<file path="src/rtl/mod_counter_pkg.sv">
// Shared types and constants for the configurable up/down counter.
// Holds mode/direction encodings used by mod_counter and mod_counter_next.
package mod_counter_pkg;

  typedef enum logic {
    MODE_WRAP = 1'b0,
    MODE_SAT  = 1'b1
  } mode_e;

  localparam logic DIR_UP   = 1'b0;
  localparam logic DIR_DOWN = 1'b1;

endpackage

</file>
<file path="src/rtl/mod_counter_next.sv">
// Combinational next-count calculator: applies step/dir/limits/mode.
// Ports: count, step, dir, min_i, max_i, mode in; next_o, crossed_o, in_range_o out.
module mod_counter_next
  import mod_counter_pkg::*;
#(
  parameter int NBITS = 16
) (
  input  logic [NBITS-1:0] count,
  input  logic [NBITS-1:0] step,
  input  logic             dir,
  input  logic [NBITS-1:0] min_i,
  input  logic [NBITS-1:0] max_i,
  input  mode_e            mode,
  output logic [NBITS-1:0] next_o,
  output logic             crossed_o,
  output logic             in_range_o
);

  localparam int W = NBITS + 2;
  localparam logic [W-1:0] ONE = 1;

  logic [W-1:0] c, s, lo, hi, span, n, res;

  // Two guard bits so sums and differences never truncate.
  assign c    = {2'b00, count};
  assign s    = {2'b00, step};
  assign lo   = {2'b00, min_i};
  assign hi   = {2'b00, max_i};
  assign span = hi - lo + ONE;
  assign n    = c + s;

  assign in_range_o = (c >= lo) && (c <= hi);

  always_comb begin
    res       = c;
    crossed_o = 1'b0;
    if (s == '0) begin
      res = c;
    end else if (!in_range_o) begin
      // Out-of-range start counts as a crossing into the far limit.
      res       = (dir == DIR_UP) ? lo : hi;
      crossed_o = 1'b1;
    end else if (dir == DIR_UP) begin
      if (n <= hi) begin
        res = n;
      end else begin
        crossed_o = 1'b1;
        if (mode == MODE_SAT)
          res = hi;
        else if (s > span)
          res = lo;
        else
          res = lo + (n - hi - ONE);
      end
    end else begin
      if (c >= lo + s) begin
        res = c - s;
      end else begin
        crossed_o = 1'b1;
        if (mode == MODE_SAT)
          res = lo;
        else if (s > span)
          res = hi;
        else
          res = hi - (lo + s - c - ONE);
      end
    end
  end

  assign next_o = res[NBITS-1:0];

endmodule

</file>
<file path="src/rtl/mod_counter.sv">
// Runtime-configurable up/down counter with wrap/saturate, load and match.
// Ports: clk, rst, clr, load, load_val, en, dir, step, min_i, max_i, cmp_i in;
//        count, wrap_o, sat_o, match_o, err_o out (all registered).
module mod_counter
  import mod_counter_pkg::*;
#(
  parameter int NBITS    = 16,
  parameter int SAT_MODE = 0
) (
  input  logic             clk,
  input  logic             rst,
  input  logic             clr,
  input  logic             load,
  input  logic [NBITS-1:0] load_val,
  input  logic             en,
  input  logic             dir,
  input  logic [NBITS-1:0] step,
  input  logic [NBITS-1:0] min_i,
  input  logic [NBITS-1:0] max_i,
  input  logic [NBITS-1:0] cmp_i,
  output logic [NBITS-1:0] count,
  output logic             wrap_o,
  output logic             sat_o,
  output logic             match_o,
  output logic             err_o
);

  localparam mode_e MODE = (SAT_MODE != 0) ? MODE_SAT : MODE_WRAP;

  logic [NBITS-1:0] count_q, count_d, nxt;
  logic             wrap_q, wrap_d;
  logic             sat_q, sat_d;
  logic             match_q, match_d;
  logic             err_q, err_d;
  logic             crossed, in_range, cfg_err;

  mod_counter_next #(
    .NBITS (NBITS)
  ) u_next (
    .count      (count_q),
    .step       (step),
    .dir        (dir),
    .min_i      (min_i),
    .max_i      (max_i),
    .mode       (MODE),
    .next_o     (nxt),
    .crossed_o  (crossed),
    .in_range_o (in_range)
  );

  assign cfg_err = (min_i > max_i);

  // Priority clr > load > en; rst handled in the register.
  always_comb begin
    count_d = count_q;
    wrap_d  = 1'b0;
    sat_d   = 1'b0;
    match_d = 1'b0;
    err_d   = cfg_err;
    if (clr) begin
      count_d = min_i;
      match_d = (min_i == cmp_i);
    end else if (load) begin
      count_d = load_val;
      match_d = (load_val == cmp_i);
    end else if (en && !cfg_err) begin
      count_d = nxt;
      wrap_d  = crossed && (MODE == MODE_WRAP);
      sat_d   = crossed && (MODE == MODE_SAT);
      // Fire only on arrival at cmp_i, not while sitting on it.
      match_d = (nxt == cmp_i) && (nxt != count_q);
    end
  end

  always_ff @(posedge clk) begin
    if (rst) begin
      count_q <= '0;
      wrap_q  <= 1'b0;
      sat_q   <= 1'b0;
      match_q <= 1'b0;
      err_q   <= 1'b0;
    end else begin
      count_q <= count_d;
      wrap_q  <= wrap_d;
      sat_q   <= sat_d;
      match_q <= match_d;
      err_q   <= err_d;
    end
  end

  assign count   = count_q;
  assign wrap_o  = wrap_q;
  assign sat_o   = sat_q;
  assign match_o = match_q;
  assign err_o   = err_q;

endmodule

</file>
<file path="config.mk">
export PLATFORM = sky130hd
export DESIGN_NAME = mod_counter
export DESIGN_NICKNAME = d
export VERILOG_FILES = /design/src/rtl/mod_counter_pkg.sv /design/src/rtl/mod_counter_next.sv /design/src/rtl/mod_counter.sv
export SDC_FILE = /design/constraint.sdc
export NUM_CORES = 1
export LEC_CHECK = 0
export CORE_UTILIZATION = 46
export CTS_BUF_LIST = sky130_fd_sc_hd__clkbuf_16
export DETAILED_ROUTE_END_ITERATION = 7
export HOLD_SLACK_MARGIN = 0.1
export PLACE_DENSITY_LB_ADDON = 0.12
export SYNTH_ARGS = -nofsm -noshare
export SYNTH_HDL_FRONTEND = slang
export SYNTH_HIERARCHICAL = 1
export SYNTH_SLANG_ARGS = --single-unit
</file>
<file path="constraint.sdc">
create_clock -name clk -period 15.35 [get_ports clk]
set_input_delay 3.07 -clock clk [delete_from_list [all_inputs] [get_ports clk]]
set_output_delay 3.07 -clock clk [all_outputs]
set_load 0.01 [all_outputs]
</file>
* Word-level counts from Yosys, hierarchy flattened
Index checks and enable logic that the tools add are counted.
Operators by class: add/sub/neg operators 11, $mul 0, divide/modulo/power cells 0, order comparisons 6, eq/ne operators 4, shift-type cells 0, mux-type cells 18, bitwise gates (word level) 1, reductions and logical operators 7
Operators with widths (count):
- $mux W16 | 11
- $sub A16 B16 Y16 | 4
- $eq A16 B16 Y1 | 3
- $add A16 B16 Y17 | 2
- $sub A16 B1 Y16 const B | 2
- $add A18 B1 Y18 const B | 1
- $gt A16 B18 Y1 | 1
- $logic_not A18 Y1 | 1
- $ge A16 B17 Y1 | 1
- $le A17 B16 Y1 | 1
- $sub A16 B16 Y17 | 1
- $add A16 B16 Y16 | 1
- $ge A16 B16 Y1 | 1
- $gt A16 B16 Y1 | 1
- $le A16 B16 Y1 | 1
- $ne A16 B16 Y1 | 1
- $mux W1 | 7
- $reduce_or A5 Y1 | 1
- $logic_and A1 B1 Y1 | 3
- $reduce_bool A3 Y1 | 1
- $logic_not A1 Y1 | 1
- $not A1 Y1 | 1
Storage, ports and cells: bits in registers 19, bits in latches 0, bits in writable memories 0, ROM bits 0, bits of input ports 86, output and inout port bits 20, logic and storage cells 51, memories kept 0

* Depth between registers and ports, before layout
Gate-level depths: netlist of the first run.
depth in word-level cells 14, gate-level depth with buffers 32, gate-level depth less buffers 30

* Cells and area by module
The synthesis of the first run kept the hierarchy.
Modules (own cells, without submodules):
- mod_counter_next | times used 1, cells each 1175, area an instance 8674.6 sq um, sequential area each 0.0 sq um
- mod_counter | times used 1, cells each 268, area an instance 2299.7 sq um, sequential area each 380.4 sq um

* Worst setup path before layout of the first run
OpenSTA, ideal clock, no wires.
path kind input -> register, start point input max_i[0], end point register match_q, in the netlist match_o, library setup time 0.146 ns, arrival 8.685 ns, required time 15.204 ns, slack 6.519 ns, stages on the path 30, path buffers 1, cell sequence inv_1 -> ha_1 -> fa_1 -> nor2b_1 -> o2111a_2 -> o21ai_0 -> nor4b_1 -> a2111oi_2 -> nor2_1 -> nand3_1 -> xnor2_1 -> ha_1 -> a21o_1 -> a21oi_1 -> nor2_1 -> a2111oi_0 -> a211o_1 -> nor4b_1 -> and4_1 -> or2_1 -> buf_6 -> a211o_1 -> a31o_1 -> a31oi_1 -> xnor2_1 -> nand4_1 -> nor4_1 -> nor2_1 -> o2111ai_1 -> a31oi_1
On the way: cells in the longest elaborated chain, start to end 13, elaborated cells between the ends (all ways) 27, those cells by class add/sub: 6; order compare: 4; eq/ne: 2; mux: 11; reduce/logical: 4
RTL lines:
- start, declared | RTL line mod_counter.sv:19 | input logic [NBITS-1:0] max_i,
- $sub A16 B16 Y17 or $sub A16 B16 Y16 (tied branches) | RTL line mod_counter_next.sv:29, mod_counter_next.sv:53
- $add A18 B1 Y18 or $sub A16 B1 Y16 (tied branches) | RTL line mod_counter_next.sv:29, mod_counter_next.sv:53
- $gt A16 B18 Y1 or $add A16 B16 Y16 (tied branches) | RTL line mod_counter_next.sv:50, mod_counter_next.sv:62, mod_counter_next.sv:53
- $mux W16, on equally long branches | RTL line mod_counter_next.sv:50, mod_counter_next.sv:62
- $mux W16, on equally long branches | RTL line mod_counter_next.sv:44, mod_counter_next.sv:56
- $mux W16 | RTL line mod_counter_next.sv:43 | end else if (dir == DIR_UP) begin
- $mux W16 (*) | RTL line mod_counter_next.sv:39 | end else if (!in_range_o) begin
- $mux W16 (*) | RTL line mod_counter_next.sv:37 | if (s == '0) begin
- named net nxt[0] | RTL line mod_counter.sv:30 | logic [NBITS-1:0] count_q, count_d, nxt;
- $eq A16 B16 Y1 or $ne A16 B16 Y1 (tied branches) | RTL line mod_counter.sv:71 | match_d = (nxt == cmp_i) && (nxt != count_q);
- $logic_and A1 B1 Y1 (*) | RTL line mod_counter.sv:71
- $mux W1 (*) | RTL line mod_counter.sv:66 | end else if (en && !cfg_err) begin
- $mux W1 (*) | RTL line mod_counter.sv:63 | end else if (load) begin
- $mux W1 (*) | RTL line mod_counter.sv:60 | if (clr) begin
- end signal, assigned | RTL line mod_counter.sv:86 | match_q <= match_d;
- end, declared | RTL line mod_counter.sv:33 | logic match_q, match_d;
The timed path passes the listed nets; every way through them passes the cells marked *. A chain may end at the register's enable or synchronous reset.

* Worst setup path after layout of the first run
start point input min_i[2], end point register match_q, in the netlist match_o
On the way: cells in the longest elaborated chain, start to end 14, elaborated cells between the ends (all ways) 29, those cells by class add/sub: 7; order compare: 4; eq/ne: 3; mux: 11; reduce/logical: 4
RTL lines:
- start, declared | RTL line mod_counter.sv:18 | input logic [NBITS-1:0] min_i,
- $add A16 B16 Y17 | RTL line mod_counter_next.sv:56 | if (c >= lo + s) begin
- $sub A16 B16 Y16 | RTL line mod_counter_next.sv:65 | res = hi - (lo + s - c - ONE);
- $sub A16 B1 Y16 | RTL line mod_counter_next.sv:65
- $sub A16 B16 Y16 | RTL line mod_counter_next.sv:65
- $mux W16 | RTL line mod_counter_next.sv:62 | else if (s > span)
- $mux W16 | RTL line mod_counter_next.sv:56
- $mux W16 | RTL line mod_counter_next.sv:43
- $mux W16 (*) | RTL line mod_counter_next.sv:39
- $mux W16 (*) | RTL line mod_counter_next.sv:37
- named net nxt[3] | RTL line mod_counter.sv:30
- $eq A16 B16 Y1 or $ne A16 B16 Y1 (tied branches) | RTL line mod_counter.sv:71
- $logic_and A1 B1 Y1 (*) | RTL line mod_counter.sv:71
- $mux W1 (*) | RTL line mod_counter.sv:66
- $mux W1 (*) | RTL line mod_counter.sv:63
- $mux W1 (*) | RTL line mod_counter.sv:60
Marks and branches as above.

==> out/metrics.yaml, run 1 <==
worstSetupPathType: "input port to register"
worst_ep_required_time_ns: 15.53
die_w_um: 156.5
rsz0062_at_grt: "false"
grt-ovfl-total: 0
ys_ff_latch: 19
path_max_fanout: 21
num_io_pins: 106
first_pass_iters: 6
wl_mm: 47.83
hp-class: "register to register"
drv_slew: 0
post_drt_wl_per_cell_um: 25.69
cts-root-buf: "clkbuf_16"
finClkSkew_ns: 0.001499
p_comb_frac: 0.893
cts-resized-gates: 0
run_status: "completed"
clk_pin_slew_ns: 0.06
area_delta_synth_final_pct: 14.42
start_util: 0.4689
yosysWarnings: 6
drv_cap: 0
antenna_cells: 0
finalSetupTns_ns: 0
finalCritPeriodShare: 0.7206
arrival_ns: 11.24
async_reset_ff_frac: 0
viasPerCell: 6.550
post-route-drc-count: 0
critPathSlowestCell: "clkdlybuf4s50_1"
max_freq_mhz: 90.40
synth-simple-area-share: 0.2083
layout-drive-gt1-share: 0.05638
postRouteAntennaNets: 0
synth-edff-count: 0
dp_hpwl_mm: 38.05
synthCells: 1443
design.die.area_um2: 24480
post_cts_buffers: 0
clock_latency_ns: 0.25
seqPwrFrac: 0.055
intPower_mw: 0.4525
synth_xor_area_frac: 0.1182
p_total_mw: 1.050
grt_max_degree: 54
finalNetCount: 1857
rows: 56
avgSynthCellArea_um2: 7.605
leakagePower_nw: 5.569
setup_violations: 0
start_kind: "input port"
startpoint: "min_i[2]"
ys_seq_area_frac: 0.03466
critPathMaxStageDelay_ns: 0.84
synth_cell_type_count: 90
slew_headroom: 0.4375
synth_top_family_by_area: "adder cells"
grt_pass1_vias: 11070
place_congestion: 1.067
synthAdderAreaFrac: 0.2827
grt_pass1_wl_mm: 69.99
cts_buffers: 3
clock_power_share: 0.052
antenna_found_initial: 1
cp-end-kind: "register"
peakVddDrop_uv: 60.93
grt.total_usage: 0.3869
cts_tree: "built"
drtIter0Drc: 1621
syn_area_um2: 10970
swShare: 0.5691
finish.utilization: 0.5366
layout_commonest_cell: "ha_1"
die_y_um: 156.5
via_count: 12200
period_needed_ns: 11.06
io_buffers: 104
p_per_area_nw_per_um2: 83.64
synth_ff_type: "dfxtp_1"
htree_levels: 1
cts_num_sinks: 19
clock_path_buffers: 2
synth_compound_area_frac: 0.2605
final_cell_mix: "ha_1 (192), inv_1 (117), a21oi_1 (115)"
hold_violations: 0
coreArea_um2: 23400
worst_pin_slew_ns: 0.8225
hp-start: "count[4]$_SDFFE_PP0P_"
p_sw_mw: 0.5978
cts_hold_buffers: 0
synthMuxAreaShare: 0.03341
r2r-start: "count[0]$_SDFFE_PP0P_"
-- through the flow --
step / hold slack [ns] / worst slack (ns) / cells / area, um^2
after floorplan: 0.6261 / 6.519 / 1444 / 10980
after global placement: 0.7039 / 4.476 / 1858 / 12480
after detailed placement: 0.7051 / 4.207 / 1858 / 12480
after CTS: 0.7164 / 4.459 / 1862 / 12560
after global routing: 0.7285 / 3.549 / 1862 / 12560
final: 0.7171 / 4.288 / 1862 / 12560
-- power by group through the flow --
stage / registers, mW / clock network (mW) / logic [mW]
finish: 0.0574 / 0.0551 / 0.938
global route: 0.0577 / 0.0578 / 1.01
global placement: 0.0585 / 0 / 0.895
floorplan: 0.0660 / 0 / 0.603
detailed placement: 0.0583 / 0 / 0.899
CTS: 0.0574 / 0.0554 / 0.905
-- synthesized netlist by cell type, types with 6 or more instances --
cell       number  area (um^2)
a2111oi_0       6        52.55
a211o_1         8        70.07
a211oi_1       13        97.59
a21boi_0        8        60.06
a21o_1         27        202.7
a21oi_1       115        575.6
a221oi_1        6        52.55
a31oi_1        14        87.58
and3_1          9        56.30
buf_2           7        35.03
clkbuf_1       33        123.9
dfxtp_1        19        380.4
fa_1           35        700.7
ha_1          192         2402
inv_1         116        435.4
mux2i_1        31        310.3
nand2_1        92        345.3
nand2b_1       14        87.58
nand3_1        35        175.2
nand4_1        27        168.9
nand4b_1       17        148.9
nor2_1         89        334.1
nor2b_1        22        137.6
nor3_1         55        275.3
nor4_1         17        106.4
o2111ai_1      12        105.1
o211ai_1       15        112.6
o21a_1         15        112.6
o21ai_0        79        395.4
o311ai_0        8        70.07
o31ai_1        18        135.1
o31ai_2         8        100.1
or2_2           6        37.54
or3_1          23        143.9
xnor2_1       100        875.8
xor2_1         43        376.6
-- critical path, delay by kind of cell --
| kind | cells | cell delay, ns |
|---|---|---|
| buffers and inverters | 2 | 1.02 |
| and+or+nand+nor | 13 | 3.67 |
| xor gates and xnor gates | 2 | 0.39 |
| AOI/OAI and AO/OA | 10 | 2.37 |
| adders and majority gates | 2 | 0.69 |
-- cells by family (layout without fill, tap and decap cells) --
group           after synthesis  after routing
flops                        19             19
xor+xnor                    145            145
compound gates              413            413
buf+inv                     166            265
mux                          36             36
fa+ha+maj                   227            227
other cells                   1              2
simple gates                436            436
-- sequential cells by signal (all words and copies together), names as in the netlist --
signal / cells
match_o: 1
count: 16
err_o: 1
wrap_o: 1
-- layout make-up --
| type | instances | area (um^2) |
|---|---|---|
| multi-input combinational | 1259 | 9927 |
| clock inverter | 1 | 3.754 |
| inverter | 118 | 442.9 |
| timing repair buffer | 143 | 1329 |
| clock buffer | 3 | 75.07 |
| tap | 319 | 399.1 |
| sequential | 19 | 380.4 |
| fill | 2359 | 10850 |
-- path summary, 6_finish.rpt --
check                           to  slack, ns  cells after the start
min          count[4]$_SDFFE_PP0P_       0.72                      3
max             match_o$_SDFF_PP0_       4.29                     29
max reg2reg     match_o$_SDFF_PP0_       7.60                     24
min reg2reg  count[4]$_SDFFE_PP0P_       0.72                      3
-- per-layer routing --
layer	GRT usage	part of all wire
met2	0.5999	0.43
met4	0.1648	0.052
met5	0	0
met1	0.5368	0.43
met3	0.04652	0.095
Note: power is estimated with default switching activity, not from simulation.
==> run 2, diff against run 1 <==
- clock period: 15.35 -> 9 ns (I/O delays scaled with it)
==> out/metrics.yaml, run 2 (synthesis gave the netlist of run 1 again) <==
place_congestion: 1.047  # -1.9%
cts_buffers: 3  # unchanged
dp_hpwl_mm: 41.98  # +10%
slew_headroom: 0.3641  # -0.07340
r2r-start: "count[2]$_SDFFE_PP0P_"
fill_cells: 2320  # -1.7%
worstSetupPathType: "input port to register"
peakVddDrop_uv: 136.1  # +120%
clock_path_buffers: 2  # unchanged
reg2reg_slack_ns: 1.76  # -5.84 ns
layout_commonest_cell: "ha_1"
r2r_cells: 27  # +13%
cts-root-buf: "clkbuf_16"
clock_latency_ns: 0.25  # about the same
viasPerCell: 6.457  # -1.4%
worst_pin_slew_ns: 0.9454  # +0.1229 ns
grt-ovfl-total: 0  # unchanged
arrival_ns: 8.86  # -2.38 ns
num_io_pins: 106  # unchanged
finalNetCount: 1942  # +4.6%
antenna_found_initial: 1  # unchanged
cts_tree: "built"
finalSetupTns_ns: 0  # unchanged
io_buffers: 104  # unchanged
grt_max_degree: 54  # unchanged
post-route-drc-count: 0  # unchanged
first_pass_iters: 6  # unchanged
design.die.area_um2: 24480  # unchanged
final_cell_mix: "ha_1 (192), buf_4 (123), inv_1 (116)"
htree_levels: 1  # unchanged
timing.rr.end: "match_o$_SDFF_PP0_"
leakagePower_nw: 5.982  # +7.4%
cp.buffers_inverters: 4  # +2
crit_family: "simple AND/OR/NAND/NOR gates"
post_drt_wl_per_cell_um: 26.42  # +2.9%
setup_violations: 0  # unchanged
grt_pass1_vias: 11780  # +6.4%
hold_path_end: "count[14]$_SDFFE_PP0P_"
cts_num_sinks: 19  # unchanged
start_kind: "input port"
fin_area_um2: 13230  # +5.3%
start_util: 0.4689  # unchanged
coreArea_um2: 23400  # unchanged
drv_slew: 0  # unchanged
die_y_um: 156.5  # unchanged
finalCritPeriodShare: 0.9643
layout-drive-gt1-share: 0.1081  # +0.05172
drv_cap: 0  # unchanged
grt.total_usage: 0.4156  # +0.02876
max_freq_mhz: 115.2
postRouteAntennaNets: 0  # unchanged
drtIter0Drc: 1535  # -5.3%
path_max_fanout: 11  # -48%
finClkSkew_ns: 0.002986  # +0.001487 ns
wl_mm: 51.47  # +7.6%
via_count: 12580  # +3.1%
p_per_area_nw_per_um2: 145.2  # +74%
post_cts_buffers: 0  # unchanged
area_delta_synth_final_pct: 20.53
die_w_um: 156.5  # unchanged
cp-end-kind: "register"
critPathMaxStageDelay_ns: 0.73  # -0.11 ns
grt_pass1_wl_mm: 74.42  # +6.3%
largest_register_ffs: 16  # unchanged
period_needed_ns: 8.679
p_total_mw: 1.921  # +83%
worst_ep_required_time_ns: 9.18  # -6.35 ns
hp-start: "count[14]$_SDFFE_PP0P_"
run_status: "completed"
placed_cell_area_um2: 13120  # +5.1%
cts_hold_buffers: 0  # unchanged
hold_depth: 2  # -1
clk_pin_slew_ns: 0.06  # about the same
hp-class: "register to register"
rows: 56  # unchanged
hold_violations: 0  # unchanged
critPathSlowestCell: "clkdlybuf4s50_1"
run 2: worst register-to-register path, stage by stage, from the launching register on:
cell and delay [ns]:
dfxtp_1 0.83, ha_1 0.39, nand2b_1 0.15, a21oi_1 0.20
o21bai_1 0.09, buf_4 0.15, a2111oi_0 0.53, buf_4 0.20
or3_1 0.12, xnor2_1 0.13, buf_4 0.18, fa_1 0.42
ha_1 0.24, or3_1 0.36, or3_1 0.35, a31o_2 0.24
a21oi_1 0.24, xnor3_1 0.37, nor4_1 0.21, nor4b_1 0.09
or3_1 0.42, o211a_1 0.19, xor2_1 0.15, nor4_1 0.29
nand4_1 0.15, nor2_1 0.19, o2111ai_1 0.14, a31oi_1 0.15
run 2: worst max-delay path by stage:
stage | from | end | slack [ns] | depth (start not counted)
floorplan | max_i[0] | match_o$_SDFF_PP0_ | 1.44 | 30
global placement | min_i[1] | match_o$_SDFF_PP0_ | 0.14 | 31
detailed placement | min_i[1] | match_o$_SDFF_PP0_ | 0.03 | 31
CTS | min_i[1] | match_o$_SDFF_PP0_ | 0.27 | 31
global route | min_i[2] | match_o$_SDFF_PP0_ | -0.03 | 32
finish | min_i[1] | match_o$_SDFF_PP0_ | 0.32 | 30
run 2: final cells by class:
cell class	count	area [um^2]	share of cell area
multi-input combinational	1259	9952	0.7524
timing repair buffer	228	1971	0.1490
inverter	118	442.9	0.03348
tap	319	399.1	0.03017
sequential	19	380.4	0.02876
clock buffer	3	75.07	0.005675
clock inverter	1	5.005	0.0003784
antenna	1	2.502	0.0001892
run 2: through the flow:
| stage | hold WS, ns | util | worst slack (ns) | cells |
|---|---|---|---|---|
| final | 0.7603 | 0.5652 | 0.3209 | 1948 |
| after global routing | 0.7627 | 0.5651 | -0.02887 | 1947 |
| after CTS | 0.7267 | 0.5639 | 0.2695 | 1947 |
| after detailed placement | 0.7186 | 0.5605 | 0.02850 | 1943 |
| after global placement | 0.7090 | 0.5605 | 0.1401 | 1943 |
| after floorplan | 0.6261 | - | 1.439 | 1444 |
run 2: report_power, final:
group / switching [mW] / internal, mW
sequential: 0.0146 / 0.0911
clock: 0.0362 / 0.0597
combinational: 1.02 / 0.695
run 2: timing repair:
item	CTS	global route
gates resized for setup	0	6
hold endpoints to repair	0	0
endpoints found under the setup margin	0	1
run 2: routing by layer:
metal,GRT usage,vias to the layer above,part of all wire
met5,0,-,0.00033
met4,0.2021,2,0.057
met3,0.09166,146,0.12
met2,0.6263,785,0.42
met1,0.5567,5927,0.41
li1,-,5718,-
